**config.mk**
```make
export PLATFORM = sky130hd
export DESIGN_NAME = reg_file_mp_flat
export DESIGN_NICKNAME = d
export VERILOG_FILES = /design/src/rtl/reg_file_mp_pkg.sv /design/src/rtl/reg_file_mp_if.sv /design/src/rtl/reg_file_mp_clear_seq.sv /design/src/rtl/reg_file_mp.sv /design/src/flat_wrapper.sv
export SDC_FILE = /design/constraint.sdc
export NUM_CORES = 2
export LEC_CHECK = 0
export ABC_AREA = 0
export CAP_MARGIN = 5
export CORE_MARGIN = 2
export CORE_UTILIZATION = 40
export CTS_BUF_LIST = sky130_fd_sc_hd__clkbuf_4
export CTS_CLUSTER_SIZE = 14
export DETAILED_ROUTE_END_ITERATION = 7
export GPL_TIMING_DRIVEN = 1
export HOLD_SLACK_MARGIN = 0.15
export SETUP_SLACK_MARGIN = 0.15
export SLEW_MARGIN = 0
export SYNTH_ARGS = -nofsm -noshare
export SYNTH_HDL_FRONTEND = slang
export SYNTH_HIERARCHICAL = 1
export SYNTH_SLANG_ARGS = --single-unit
```
**constraint.sdc**
```tcl
create_clock -name clk -period 2.6 [get_ports clk]
set_input_delay 0.52 -clock clk [delete_from_list [all_inputs] [get_ports clk]]
set_output_delay 0.52 -clock clk [all_outputs]
set_load 0.05 [all_outputs]
```
**src/rtl/reg_file_mp_pkg.sv**
```systemverilog
`default_nettype none
// ============================================================================
// Module  : rf_pkg
// Brief   : Shared ABI register indices and clear-sequencer state encoding.
// Rev     : 1.0
// ============================================================================
package rf_pkg;

  localparam int REG_ZERO = 0;
  localparam int REG_RA   = 1;
  localparam int REG_SP   = 2;
  localparam int REG_GP   = 3;
  localparam int REG_TP   = 4;

  typedef enum logic [1:0] {
    IDLE  = 2'd0,
    CLEAR = 2'd1,
    DONE  = 2'd2
  } rf_clr_state_t;

endpackage
`default_nettype wire

```
**src/rtl/reg_file_mp_if.sv**
```systemverilog
`default_nettype none
// ============================================================================
// Module  : reg_file_mp_if
// Brief   : Read/write/clear bus between the core pipeline and reg_file_mp.
// Rev     : 1.0
// ============================================================================
interface reg_file_mp_if #(
  parameter int DATA_W = 32,
  parameter int ADDR_W = 5,
  parameter int NUM_RD = 2
);

  logic                     RegWrite;
  logic                     wr_ready;
  logic [ADDR_W-1:0]        WriteRegister;
  logic [DATA_W-1:0]        WriteData;
  logic [NUM_RD*ADDR_W-1:0] ReadRegister;
  logic [NUM_RD*DATA_W-1:0] ReadData;
  logic                     clear_req;
  logic                     busy;
  logic                     clear_done;

  modport master (
    output RegWrite, WriteRegister, WriteData, ReadRegister, clear_req,
    input  wr_ready, ReadData, busy, clear_done
  );

  modport slave (
    input  RegWrite, WriteRegister, WriteData, ReadRegister, clear_req,
    output wr_ready, ReadData, busy, clear_done
  );

endinterface
`default_nettype wire

```
**src/rtl/reg_file_mp_clear_seq.sv**
```systemverilog
`default_nettype none
// ============================================================================
// Module  : rf_clear_seq
// Brief   : Bulk-clear sequencer, walks indices 1..2**ADDR_W-1 one per cycle.
// Rev     : 1.0
// ============================================================================
module rf_clear_seq
  import rf_pkg::*;
#(
  parameter int ADDR_W = 5
) (
  input  wire logic              clk,
  input  wire logic              reset,
  input  wire logic              clear_req,
  output logic                   clr_we,
  output logic [ADDR_W-1:0]      clr_idx,
  output logic                   busy,
  output logic                   clear_done
);

  localparam logic [ADDR_W-1:0] LAST_IDX = '1;

  rf_clr_state_t     state, state_next;
  logic [ADDR_W-1:0] idx_next;

  always_ff @(posedge clk or negedge reset) begin
    if (!reset) begin
      state   <= IDLE;
      clr_idx <= '0;
    end else begin
      state   <= state_next;
      clr_idx <= idx_next;
    end
  end

  always_comb begin
    state_next = state;
    idx_next   = clr_idx;
    clr_we     = 1'b0;
    busy       = 1'b0;
    clear_done = 1'b0;
    case (state)
      IDLE: begin
        if (clear_req) begin
          state_next = CLEAR;
          idx_next   = ADDR_W'(1);
        end
      end
      CLEAR: begin
        clr_we = 1'b1;
        busy   = 1'b1;
        // Hold the index at the top entry instead of wrapping back to x0.
        if (clr_idx == LAST_IDX) begin
          state_next = DONE;
        end else begin
          idx_next = clr_idx + ADDR_W'(1);
        end
      end
      DONE: begin
        clear_done = 1'b1;
        state_next = IDLE;
      end
      default: state_next = IDLE;
    endcase
  end

endmodule
`default_nettype wire

```
**src/rtl/reg_file_mp.sv**
```systemverilog
`default_nettype none
// ============================================================================
// Module  : reg_file_mp
// Brief   : RV32 register file, NUM_RD read ports, one write port, bulk clear.
//           REGFILE_BYPASS_EN enables same-cycle write-to-read forwarding.
// Rev     : 1.0
// ============================================================================
module reg_file_mp
  import rf_pkg::*;
#(
  parameter int DATA_W   = 32,
  parameter int ADDR_W   = 5,
  parameter int NUM_RD   = 2,
  parameter int SP_RESET = 124
) (
  input  wire logic     clk,
  input  wire logic     reset,
  reg_file_mp_if.slave  bus
);

  localparam int DEPTH = 2 ** ADDR_W;

  logic [DATA_W-1:0] regs [DEPTH];
  logic              clr_we;
  logic [ADDR_W-1:0] clr_idx;
  logic              seq_busy;
  logic              port_we;

  function automatic logic [DATA_W-1:0] reset_val(input logic [ADDR_W-1:0] idx);
    return (idx == ADDR_W'(REG_SP)) ? DATA_W'(SP_RESET) : '0;
  endfunction

  rf_clear_seq #(.ADDR_W(ADDR_W)) u_clear_seq (
    .clk        (clk),
    .reset      (reset),
    .clear_req  (bus.clear_req),
    .clr_we     (clr_we),
    .clr_idx    (clr_idx),
    .busy       (seq_busy),
    .clear_done (bus.clear_done)
  );

  assign bus.busy     = seq_busy;
  assign bus.wr_ready = ~seq_busy;
  assign port_we      = bus.RegWrite & bus.wr_ready & (bus.WriteRegister != '0);

  // x0 storage is never written: the clear walk starts at 1 and port writes to 0 are dropped.
  always_ff @(posedge clk or negedge reset) begin
    if (!reset) begin
      for (int i = 0; i < DEPTH; i++) begin
        regs[i] <= reset_val(ADDR_W'(i));
      end
    end else if (clr_we) begin
      regs[clr_idx] <= reset_val(clr_idx);
    end else if (port_we) begin
      regs[bus.WriteRegister] <= bus.WriteData;
    end
  end

  for (genvar k = 0; k < NUM_RD; k++) begin : g_rd
    logic [ADDR_W-1:0] ra;
    logic [DATA_W-1:0] rd;

    assign ra = bus.ReadRegister[k*ADDR_W +: ADDR_W];

    always_comb begin
      rd = regs[ra];
`ifdef REGFILE_BYPASS_EN
      if (port_we && (bus.WriteRegister == ra)) begin
        rd = bus.WriteData;
      end
`endif
      if (ra == ADDR_W'(REG_ZERO)) begin
        rd = '0;
      end
    end

    assign bus.ReadData[k*DATA_W +: DATA_W] = rd;
  end

endmodule
`default_nettype wire

```
**src/flat_wrapper.sv**
```systemverilog
// flat-port wrapper written by rule: the top's interface ports become plain ports
module reg_file_mp_flat import rf_pkg::*;
#(
  parameter int DATA_W   = 32,
  parameter int ADDR_W   = 5,
  parameter int NUM_RD   = 2,
  parameter int SP_RESET = 124
)
  (clk, reset, bus_RegWrite, bus_WriteRegister, bus_WriteData, bus_ReadRegister, bus_clear_req, bus_wr_ready, bus_ReadData, bus_busy, bus_clear_done);
  reg_file_mp_if #(.DATA_W(DATA_W), .ADDR_W(ADDR_W), .NUM_RD(NUM_RD)) bus_i ();
  input  wire logic clk;
  input  wire logic reset;
  input wire logic [$bits(bus_i.RegWrite)-1:0] bus_RegWrite;
  input wire logic [$bits(bus_i.WriteRegister)-1:0] bus_WriteRegister;
  input wire logic [$bits(bus_i.WriteData)-1:0] bus_WriteData;
  input wire logic [$bits(bus_i.ReadRegister)-1:0] bus_ReadRegister;
  input wire logic [$bits(bus_i.clear_req)-1:0] bus_clear_req;
  output wire logic [$bits(bus_i.wr_ready)-1:0] bus_wr_ready;
  output wire logic [$bits(bus_i.ReadData)-1:0] bus_ReadData;
  output wire logic [$bits(bus_i.busy)-1:0] bus_busy;
  output wire logic [$bits(bus_i.clear_done)-1:0] bus_clear_done;
  assign bus_i.RegWrite = bus_RegWrite;
  assign bus_i.WriteRegister = bus_WriteRegister;
  assign bus_i.WriteData = bus_WriteData;
  assign bus_i.ReadRegister = bus_ReadRegister;
  assign bus_i.clear_req = bus_clear_req;
  assign bus_wr_ready = bus_i.wr_ready;
  assign bus_ReadData = bus_i.ReadData;
  assign bus_busy = bus_i.busy;
  assign bus_clear_done = bus_i.clear_done;
  reg_file_mp #(.DATA_W(DATA_W), .ADDR_W(ADDR_W), .NUM_RD(NUM_RD), .SP_RESET(SP_RESET)) u_core (.clk(clk), .reset(reset), .bus(bus_i));
endmodule
```
Word-level counts from Yosys, hierarchy flattened --
Index checks and enable logic that the tools add are counted.
Word-level totals: flip-flop bits (word level) 1031, latch bits 0, memory bits (writable) 0, memory bits (read-only) 0, bits of input ports 51, output and inout bits 67, logic and storage cells 90, memories 0
Operators by class: add/subtract/negate cells 1, multipliers 0, div/mod/pow operators 0, order comparisons 6, eq/ne operators 7, shift-type cells 0, mux-type cells 25, bitwise operators 7, reduce and logical (&&, ||, !) cells 10
Operator list (number):
- 1024-bit bitwise mux | 2
- 1024-bit 2-to-1 mux | 2
- 32-bit binary-select mux with 5-bit select | 2
- 32-bit demux with 5-bit select | 2
- 32-bit 2-to-1 mux | 8
- 6-bit >= comparator, second input constant | 4
- 5-bit inverter with 6-bit output | 4
- 6-bit by 1-bit < comparator with 1-bit output, second input constant | 2
- 5-bit logical NOT | 2
- 5-bit 2-to-1 mux | 2
- 5-bit one-hot mux with 2 select lines | 1
- 7-bit 2-to-1 mux | 1
- 2-bit inequality test, second input constant | 3
- 5-bit by 1-bit adder with 5-bit output, second input constant | 1
- 5-bit by 2-bit equality test with 1-bit output, second input constant | 1
- 5-bit equality test, second input constant | 1
- 5-bit nonzero test | 1
- 2-bit 2-to-1 mux | 2
- 2-bit one-hot mux with 2 select lines | 1
- 2-bit nonzero test | 2
- 3-bit AND reduction | 1
- 1-bit AND | 2
- 2-bit by 1-bit equality test with 1-bit output, second input constant | 1
- 2-bit equality test, second input constant | 1
- 5 further kinds | 7

Logic depth before layout (Yosys ltp) --
word-level depth 8, gate-level depth with buffers 11, mapped depth without buffers 6

By module --
The synthesis kept the hierarchy.
By module, submodules not included:
- reg_file_mp | times used 1, cells each 4636, area an instance 59764.8 um^2, seq. area each 25630.8 um^2
- rf_clear_seq | times used 1, cells each 33, area an instance 356.6 um^2, seq. area each 175.2 um^2

Worst setup path before layout --
OpenSTA, ideal clock, no wires.
path kind input to output, start in bus_ReadRegister[0], end out bus_ReadData[11], data arrival time 3.251 ns, data required time 2.080 ns, path slack -1.171 ns, stages 7, path buffers 4, path through buf_2 > buf_2 > clkbuf_1 > clkbuf_1 > nand2_1 > a32o_1 > nor4_1
On the way: word-level cells in the longest chain between the ends 5, elaborated cells on any way between the ends 6, those cells by class mux: 4; bitwise: 1; reduce/logical: 1
RTL lines:
- from (decl) | RTL line flat_wrapper.sv:16 | input wire logic [$bits(bus_i.ReadRegister)-1:0] bus_ReadRegister;
- 5-bit inverter with 6-bit output (not written as such) | RTL line reg_file_mp.sv:67 | rd = regs[ra];
- 32-bit binary-select mux with 5-bit select | RTL line reg_file_mp.sv:67
- 32-bit 2-to-1 mux (not written as such) (2 in series) | RTL line reg_file_mp.sv:67
- 32-bit 2-to-1 mux (*) | RTL line reg_file_mp.sv:73 | if (ra == ADDR_W'(REG_ZERO)) begin
- to (decl) | RTL line flat_wrapper.sv:19 | output wire logic [$bits(bus_i.ReadData)-1:0] bus_ReadData;
Every way passes the cells marked *; elsewhere a longest branch is shown, timed or not. The select of a mux whose other input is x is not followed.

Worst setup path after layout --
start reg u_core/regs[523] (netlist bit), end out bus_ReadData[43]
On the way: word-level cells in the longest chain between the ends 4
RTL lines:
- from (decl) | RTL line reg_file_mp.sv:23 | logic [DATA_W-1:0] regs [DEPTH];
- from (signal, indexed assignment) | RTL line reg_file_mp.sv:51 | regs[i] <= reset_val(ADDR_W'(i));
- from (signal, indexed assignment) | RTL line reg_file_mp.sv:54 | regs[clr_idx] <= reset_val(clr_idx);
- from (signal, indexed assignment) | RTL line reg_file_mp.sv:56 | regs[bus.WriteRegister] <= bus.WriteData;
- 32-bit binary-select mux with 5-bit select | RTL line reg_file_mp.sv:67
- 32-bit 2-to-1 mux (not written as such) (2 in series) | RTL line reg_file_mp.sv:67
- 32-bit 2-to-1 mux | RTL line reg_file_mp.sv:73
Every way passes these cells. The select of a mux whose other input is x is not followed.

==> flow_summary.toml <==
[pwr]
p_leak_nw = 35.0
irDropWorstVdd_uv = 533
p_total_mw = 44.6
power.density_nw_per_um2 = 560

[detailed_routing]
first_pass_iters = 8
drt-wirelength-per-cell_um = 34.9
vias_per_cell = 6.44
drtAntennaViolNets = 0
drtIter0Drc = 6915
wl_um = 270000
vias = 49900
drc = 0

[clock_tree]
cts_buffer_depth = 4
path_clk_slew_ns = 0.06
cts_num_sinks = 1031
cts_tree = "yes"
clk_latency_ns = 1.36
cts_root_buffer = "clkbuf_4"
ctsHtreeMaxLevel = 5
cts_buffers = 303

[logic_synthesis]
synth.distinct_cells = 62
async_reset_ff_share_pct = 100
synth-seq-cells = 1031
synth_edf_count = 0
postSynthAreaPerCell_um2 = 12.9
yosys_warnings = 6
synth_area_um2 = 60100
synth_cells = 4669
synth_flop_cell = "dfrtp_1"
synth_seq_area_share_pct = 42.9
synth_fp_nets = 4722

[global_routing]
grt_pass1_wl_um = 374000
grt_antenna_before_repair = 10
grt_overflow = 0
grt_use_total_pct = 34.4
grt_pass1_vias = 50000
grt_max_degree = 131

[timing]
finalSetupViolations = 921
rsz0062_at_grt = "yes"
skew_ns = 0.0864
min_period_ns = 3.80
worst_pin_slew_ns = 0.854
hold_viol = 0
fin_ws_ns = -1.20
slew_headroom_pct = 43.1
slew_viol_final = 0
tns_ns = -217.85
max_freq_mhz = 263
finalCritPeriodShare_pct = 146

[status]
status = "finished, violations left"
violations = "setup timing"

[final_layout]
mostFrequentLayoutCell = "dfrtp_1"
layout_common_cells = "dfrtp_1 (1025), nor2_1 (875), buf_4 (526)"
area_delta_synth_final_pct = 32.3
final_cells = 7757
nets = 5586
layout-drive-gt1-share_pct = 52.9

[die]
start_util_pct = 40.2
io_pins = 118
die_w_um = 392
core-area_um2 = 150000
dieArea_um2 = 153000
die_y_um = 392
row_count = 142

[setup_path]
start_kind = "flip-flop"
cp.arrival_ns = 3.28
r2r-end = "u_core/regs[725]"
r2r-start = "u_core/u_clear_seq/state[0]"
critPathKind = "flip-flop to primary output"
crit_path_end_kind = "primary output"
r2r_slack_ns = -0.36
ff2ff_path_depth = 15
path_max_fanout = 3
crit_required_ns = 2.08

[worst_hold_path]
hold_path_class = "flip-flop to flip-flop"
hold_start = "u_core/regs[1006]"
worstHoldEndpoint = "u_core/regs[1006]"
hold_path_depth = 1

[placed_design]
dpl.cell_count = 7001
io_buffer_count = 117
routabilityCongestion = 0.930
dp_hpwl_um = 168000

[run]
cap_violations = 0
[report_power, final]
| part | internal [mW] | switching [mW] | leakage, nW | total, mW |
|---|---|---|---|---|
| logic | 5.17 | 7.60 | 18.6 | 12.8 |
| registers | 16.3 | 0.350 | 14.4 | 16.6 |
| clock network | 7.60 | 7.55 | 2.11 | 15.1 |
| total | 29.1 | 15.5 | 35.0 | 44.6 |
[logic make-up (layout without fill, tap and decap cells)]
logic type / Yosys count / count (layout) / synth area share [%]
other: 0 / 18 / 0
flip-flops: 1031 / 1031 / 42.9
buffers and inverters: 513 / 1567 / 4.32
AO/OA/AOI/OAI: 429 / 429 / 5.75
multiplexers: 1551 / 1551 / 39.1
AND/OR/NAND/NOR: 1143 / 1143 / 7.84
adder cells (fa/ha/maj): 2 / 2 / 0.0416
[critical path: stages, from the launching register on]
cell and delay, ns:
dfrtp_1 0.41, mux4_2 0.49, a22o_1 0.25, a2111oi_4 0.27
buf_4 0.19, a211oi_4 0.07, buf_12 0.18, buf_12 0.13
[area by class of cell]
class | instances | area [µm²]
diodes | 18 | 45.0
inverters | 38 | 176
clock buffers | 427 | 3210
flip-flops and latches | 1031 | 25800
fillers | 12500 | 70000
well taps | 2016 | 2520
multi-input cells | 3125 | 34500
repair buffers | 1034 | 13100
clock inverters | 68 | 292
[stage by stage]
step           cell area (µm²)  hold WS (ns)  worst slack, ns  utilization [%]
2_1_floorplan            62600         0.224           -0.157                -
3_3_place_gp             71700         0.408           -0.815             47.9
3_5_place_dp             71700         0.413           -0.756             47.9
4_1_cts                  78300         0.449            -1.29             52.4
5_1_grt                  79500         0.507            -1.27             53.2
6_report                 79600         0.519            -1.20             53.2
[cell usage after synthesis, drive strengths merged, types with 10 or more instances]
cell	n	area share, %
dfrtp	1026	43
mux2	894	19
nor2	876	5.5
mux4	460	17
clkbuf	271	1.7
buf	204	2.4
mux2i	197	3.3
a22o	130	1.9
nand2	110	0.69
o22ai	96	1.2
and2	37	0.39
inv	37	0.23
nor3	37	0.31
a2111oi	36	0.52
a21oi	36	0.30
a22oi	34	0.42
a211oi	28	0.35
o221ai	27	0.39
nor2b	16	0.17
o2bb2a	13	0.22
nand2b	10	0.10
[routing by layer]
metal  vias to the layer above  wire [µm]  global-route usage, %  part of all wire [%]
li1                      19200          -                      -                     -
met1                     25900     100000                   44.8                    37
met2                      3847     116000                   50.4                    43
met3                       997      33400                   10.5                    12
met4                         4      20400                   21.1                   7.5
met5                         -         31                      0                 0.011
[timing repair]
action | 4_1_cts | 5_1_grt
gates cloned | 26 | 18
hold buffers | 37 | 0
setup buffers | 131 | 32
gates resized for setup | 200 | 105
setup endpoints to repair | 416 | 879
pin swaps | 138 | 12
hold endpoints to repair | 1173 | 0
[sequential cells by signal, indices dropped and copies added (netlist names)]
signal / count
u_core/u_clear_seq/state: 2
u_core/u_clear_seq/clr_idx: 5
u_core/regs: 1024
[worst max-delay path by stage]
stage	from	to	slack [ns]	depth (start not counted)
2_1_floorplan	bus_ReadRegister[1]	bus_ReadData[11]	-0.16	9
3_3_place_gp	bus_ReadRegister[5]	bus_ReadData[43]	-0.81	9
3_5_place_dp	bus_ReadRegister[5]	bus_ReadData[43]	-0.76	9
4_1_cts	u_core/regs[10]	bus_ReadData[10]	-1.29	6
5_1_grt	u_core/regs[106]	bus_ReadData[10]	-1.27	6
6_report	u_core/regs[523]	bus_ReadData[43]	-1.20	7
(Power assumes the default switching activity.)
